<file path="src/rtl/arb_pkg.sv">
// arb_pkg: shared sizes and state encoding for the round-robin arbiter
package arb_pkg;
  localparam int NREQ = 8;
  localparam int IDX_W = 3;
  typedef enum logic [1:0] {IDLE, GRANT, REVOKE} state_t;
endpackage

</file>
<file path="src/rtl/rr_arbiter8_dec.sv">
// rr_arbiter8_dec: 3-to-8 one-hot decoder
module rr_arbiter8_dec
  import arb_pkg::*;
(
  input  logic [IDX_W-1:0] idx,
  output logic [NREQ-1:0]  onehot
);
  assign onehot = NREQ'(1) << idx;
endmodule

</file>
<file path="src/rtl/rr_arbiter8.sv">
// rr_arbiter8: 8-way round-robin arbiter with level requests and hold timeout
module rr_arbiter8
  import arb_pkg::*;
#(
  parameter int MAX_HOLD = 16
) (
  input  logic             clk,
  input  logic             rst_n,
  input  logic [NREQ-1:0]  req,
  output logic [NREQ-1:0]  grant,
  output logic [IDX_W-1:0] grant_idx,
  output logic             grant_valid,
  output logic             timeout
);
  localparam int CW = MAX_HOLD > 1 ? $clog2(MAX_HOLD) : 1;
  localparam logic [CW-1:0] HMAX = MAX_HOLD == 0 ? '1 : CW'(MAX_HOLD - 1);
  state_t state, state_nx;
  logic [IDX_W-1:0] ptr, pick;
  logic [CW-1:0] hold_cnt;
  logic [NREQ-1:0] dec;
  logic owner_req, expire;
  // downward scan so the lowest offset from ptr wins
  always_comb begin
    pick = ptr;
    for (int i = NREQ - 1; i >= 0; i--)
      if (req[ptr + IDX_W'(i)]) pick = ptr + IDX_W'(i);
  end
  assign owner_req = req[grant_idx];
  assign expire = MAX_HOLD != 0 && hold_cnt == HMAX;
  always_ff @(posedge clk or negedge rst_n)
    if (!rst_n) state <= IDLE;
    else state <= state_nx;
  always_comb
    state_nx = state == IDLE  ? (|req ? GRANT : IDLE) :
               state == GRANT ? (!owner_req ? IDLE : expire ? REVOKE : GRANT) :
               IDLE;
  // release takes priority over expiry because state_nx already encodes it
  always_ff @(posedge clk or negedge rst_n)
    if (!rst_n) begin
      grant_idx <= '0;
      hold_cnt  <= '0;
      ptr       <= '0;
    end else begin
      if (state == IDLE && |req) begin
        grant_idx <= pick;
        hold_cnt  <= '0;
      end
      if (state == GRANT) begin
        if (state_nx != GRANT) ptr <= grant_idx + 1'b1;
        else if (hold_cnt != HMAX) hold_cnt <= hold_cnt + 1'b1;
      end
    end
  rr_arbiter8_dec u_dec (
    .idx    (grant_idx),
    .onehot (dec)
  );
  always_comb begin
    grant_valid = state == GRANT;
    timeout     = state == REVOKE;
    grant       = grant_valid ? dec : '0;
  end
endmodule

</file>
<file path="config.mk">
export PLATFORM = sky130hd
export DESIGN_NAME = rr_arbiter8
export DESIGN_NICKNAME = d
export VERILOG_FILES = /design/src/rtl/arb_pkg.sv /design/src/rtl/rr_arbiter8_dec.sv /design/src/rtl/rr_arbiter8.sv
export SDC_FILE = /design/constraint.sdc
export NUM_CORES = 1
export LEC_CHECK = 0
export ABC_AREA = 1
export BUFFER_PORTS_ARGS = -buffer_cell sky130_fd_sc_hd__buf_4
export CORE_MARGIN = 5
export CORE_UTILIZATION = 55
export DETAILED_ROUTE_END_ITERATION = 7
export MAX_ROUTING_LAYER = met4
export PLACE_DENSITY = 0.79
export SETUP_SLACK_MARGIN = 0.15
export SLEW_MARGIN = 10
export SYNTH_ARGS = -nofsm -noshare
export SYNTH_HDL_FRONTEND = slang
export SYNTH_SLANG_ARGS = --single-unit
</file>
<file path="constraint.sdc">
create_clock -name clk -period 2.58 [get_ports clk]
set_input_delay 0 -clock clk [delete_from_list [all_inputs] [get_ports clk]]
set_output_delay 0 -clock clk [all_outputs]
set_load 0.01 [all_outputs]
</file>
Word-level counts from Yosys, hierarchy flattened
Cells that the tools add are included.
- register bits: 12
- latch bits: 0
- bits in writable memories: 0
- bits in read-only memories: 0
- input bits: 10
- word-level logic and storage cells: 68
- memories kept: 0
- add/subtract/negate cells: 9
- multipliers: 0
- div/mod/pow operators: 0
- order comparisons: 9
- equal/unequal tests: 5
- shifts and indexed selects: 1
- multiplexer cells: 36
- bitwise gates (word level): 0
- reduce and logical (&&, ||, !) cells: 4
- operators with widths (operator ; number):
    $lt A3 B4 Y1 const B ; 9
    $bmux W1 S3 ; 9
    $mux W3 ; 8
    $mux W4 ; 4
    $add A3 B3 Y3 const B ; 4
    $mux W1 ; 10
    $mux W2 ; 4
    $mux W8 ; 1
    $reduce_or A8 Y1 ; 1
    $shl A1 B3 Y8 const A ; 1
    $add A3 B1 Y3 const B ; 2
    $add A3 B2 Y3 const B ; 2
    $add A4 B1 Y4 const B ; 1
    $eq A4 B4 Y1 const B ; 1
    $ne A4 B4 Y1 const B ; 1
    $eq A2 B1 Y1 const B ; 1
    $eq A2 B2 Y1 const B ; 1
    $logic_not A2 Y1 ; 1
    $ne A2 B1 Y1 const B ; 1
    $reduce_and A2 Y1 ; 1
    $logic_and A1 B1 Y1 ; 1

Longest topological paths before layout
- word-level depth: 11
- depth in mapped cells: 17
- depth with buffers taken out: 16

Modules after synthesis
Synthesis repeated with hierarchy kept, for this count alone.
- cells, all modules: 235
- area, all modules: 1478.9 µm²
- by module, submodules not included (module ; times used ; cells each ; area an instance (µm²)):
    rr_arbiter8 ; 1 ; 220 ; 1422.6
    rr_arbiter8_dec ; 1 ; 15 ; 56.3

Worst setup path before layout
Ideal clock, no wire load.
- kind: register -> register
- start: register ptr[1]
- end: register grant_idx[0]
- setup time: 0.117 ns
- arrival time: 1.718 ns
- required time: 2.463 ns
- setup slack: 0.744 ns
- stages on the path, launching flop included: 17
- buffers on the path: 1
- period minus slack after synthesis: 1.836 ns
- cells stage by stage: dfrtp_1 buf_6 inv_4 ha_1 inv_2 nand3_1 nand3_2 nand2_2 nand2_1 nand2_1 nand2_1 nand2_1 nand2_1 nand2_1 nand3_1 nand3_1 nand2_1
- cells in the longest elaborated chain, start to end: 11
- elaborated cells on any way between the ends: 31
- classes of those cells: add/sub (7); mux (24)
- RTL lines (what ; line ; RTL):
    from (decl) ; rr_arbiter8.sv:18 ; logic [IDX_W-1:0] ptr, pick;
    from (signal assigned) ; rr_arbiter8.sv:49 ; if (state_nx != GRANT) ptr <= grant_idx + 1'b1;
    $add A3 B3 Y3 ; rr_arbiter8.sv:26 ; if (req[ptr + IDX_W'(i)]) pick = ptr + IDX_W'(i);
    $bmux W1 S3 ; rr_arbiter8.sv:26 ;
    $mux W1 (implied by the code) ; rr_arbiter8.sv:26 ;
    $mux W3 (7 in a row) ; rr_arbiter8.sv:26 ;
    $mux W3 (*) ; rr_arbiter8.sv:26 ;
    to (signal assigned) ; rr_arbiter8.sv:45 ; grant_idx <= pick;
    to (decl) ; rr_arbiter8.sv:11 ; output logic [IDX_W-1:0] grant_idx,
Mark *: on every way between the ends. The rest lies on a longest branch, timed or not. The select of a mux whose other input is x is not followed.
A chain may end at the register's enable or synchronous reset.

Worst setup path after layout
- start: register ptr[0]
- end: register grant_idx[0]
The elaborated chain is that of the path after synthesis.

==> flow_summary_export.csv <==
group,metric,value,unit
synth,ys_types,26,
clocking,cts.path.max_buffers,2,
synth,synth_fp_nets,240,
layout,syn_to_final_growth,16.4,%
clocking,cts_hold_buf,1,
clocking,root_buffer,"clkbuf_4",
floorplanning,die_y,60.5,um
layout,layout_commonest_cell,"nand2_1",
routing,wl_per_cell,12.4,um
grt,grt_pass1_vias,1387,
worst_setup_path,cp-end-kind,"register",
routing,drt-total-wl,3430,um
synth,mappedNetlistArea,1410,um^2
synth,avgSynthCellArea,6.36,um^2
sta,hold_violations,0,
routing,dr_total_vias,1505,
clocking,clkSlewWorstSetupHoldPaths,0.08,ns
routing,ant_nets,0,
worst_setup_path,crit_required,2.75,ns
clocking,cts_tree,"yes",
sta,relSlewSlack,68.3,%
synth,synth_warnings,0,
sta,finClkSkew,0.00106,ns
grt,use_met3,2.77,%
floorplanning,ios,23,
synth,synth_top_flop_cell,"dfrtp_1",
grt,met2_usage,33.3,%
synth,ys_async_sr_fraction,100,%
grt,grt-ovfl-total,0,
worst_setup_path,cp_max_fo,10,
worst_setup_path,critPathLaunchType,"register",
clocking,clkSinkCount,12,
layout,final_cell_mix,"nand2_1, nand3_1, inv_1",
grt,track_usage,21.6,%
layout,finalNetCount,267,
floorplanning,design.die.area,3670,um^2
placed_design,hpwl,2780,um
worst_setup_path,timing.critical_path.arrival,2.13,ns
synth,synth-seq-cells,12,
floorplanning,coreArea,2450,um^2
placed_design,gp_congestion,0.920,
sta,fmax,509,MHz
sta,period_needed,1.96,ns
clocking,cts_setup_buffers,0,
floorplanning,die-width,60.5,um
grt,antenna_found_initial,0,
flow_run,max-cap-violations,0,
sta,worst_pin_slew,0.475,ns
routing,via_per_inst,5.43,
sta,fin_crit_sh,76.1,%
worst_setup_path,reg2reg_depth,16,
routing,drcViolationCount,0,
floorplanning,row_count,18,
sta,rsz0062_at_grt,"false",
grt,grt_max_degree,13,
clocking,htree_levels,1,
grt,grt_pass1_wl,5980,um
clocking,cts_resized,0,
sta,finalSetupViolations,0,
placed_design,io_buffer_count,22,
grt,grt_most_used_layer,"met2",
routing,detail_route.first_pass.iterations,4,
grt,grt_use_met1,29.6,%
sta,finalMaxSlewViolations,0,
clocking,insertion_delay,0.27,ns
synth,seq_area_frac_synth,21.4,%
sta,finalSetupTns,0,ns
routing,drt_iter0_drc,136,
synth,synth_edf_count,0,
layout,layout-drive-gt1-share,23.5,%
worst_setup_path,crit_type,"reg2reg",
min_path,hold_path.class,"in2async",
clocking,cts-buffers-inserted,3,
floorplanning,start_util,57.2,%
layout,diodes,0,
run_status,status,"finished clean",
synth,synth_cells,221,
-- synth_stat cells, types with 3 or more instances --
cell     instances  area (um^2)
nor2_1           7         26.3
buf_6            3         33.8
dfrtp_1         12          300
inv_1           26         97.6
ha_1             9          113
nand2_2          6         37.5
o21ai_0          6         30.0
nand2_1         63          236
nand3_1         36          180
o21ai_1          3         15.0
a21oi_1         13         65.1
nand3_2          9         90.1
nor3_1           8         40.0
inv_2            8         30.0
-- routing by layer --
metal  vias up  part of all wire [%]
met5         -                     0
met4         0                  0.41
met3         2                   8.1
met2        59                    45
met1       674                    46
li1        770                     -
-- final cells by class --
| cell class | count | area (um^2) |
|---|---|---|
| fillers | 218 | 820 |
| flip-flops and latches | 12 | 300 |
| multi-input cells | 170 | 933 |
| repair buffers | 25 | 190 |
| well taps | 30 | 37.5 |
| clock buffers | 4 | 36.3 |
| inverters | 36 | 138 |
-- final timing paths --
| kind | slack (ns) | to | from |
|---|---|---|---|
| max in group asynchronous | 2.33 | grant_idx[2] | rst_n |
| worst min-delay path | 0.09 | hold_cnt[0] | rst_n |
| min in group clk | 0.21 | state[1] | req[3] |
| worst max-delay path | 0.62 | grant_idx[0] | ptr[0] |
| worst max register to register | 0.62 | grant_idx[0] | ptr[0] |
| worst min register to register | 0.54 | hold_cnt[1] | hold_cnt[1] |
-- kinds of logic after synthesis --
group / after synthesis / share of synthesized area, %
buffers and inverters: 39 / 12.2
DFF: 12 / 21.4
xor gates and xnor gates: 3 / 2.94
adders and majority gates: 9 / 8.01
and+or+nand+nor: 133 / 46.0
AOI/OAI and AO/OA: 25 / 9.44
-- state kept, by name, indices dropped and copies added (netlist names) --
name	flops
state	2
ptr	3
hold_cnt	4
grant_idx	3
-- stage by stage --
stage / instances / instance area [um^2] / worst slack [ns] / utilization, % / hold WS [ns]
4_1_cts: 277 / 1640 / 0.619 / 66.6 / 0.0839
6_report: 277 / 1640 / 0.616 / 66.6 / 0.0933
5_1_grt: 277 / 1640 / 0.386 / 66.6 / 0.117
2_1_floorplan: 221 / 1410 / 0.744 / - / -0.296
3_5_place_dp: 272 / 1590 / 0.636 / 64.7 / -0.154
3_3_place_gp: 272 / 1590 / 0.673 / 64.7 / -0.157
-- critical path: stages, from the launching register on --
cell,delay [ns]
dfrtp_1,0.39
inv_2,0.14
ha_1,0.34
inv_2,0.14
nand3_1,0.12
nand3_2,0.12
nand2_2,0.06
nand2_1,0.06
nand2_1,0.04
nand2_1,0.05
nand2_1,0.04
nand2_1,0.06
nand2_1,0.07
nand2_1,0.06
nand2_1,0.04
nand3_1,0.07
nand2_1,0.05
Power is not shown: default switching activity piles up to over one toggle a cycle in this logic, so the estimate is an artifact.
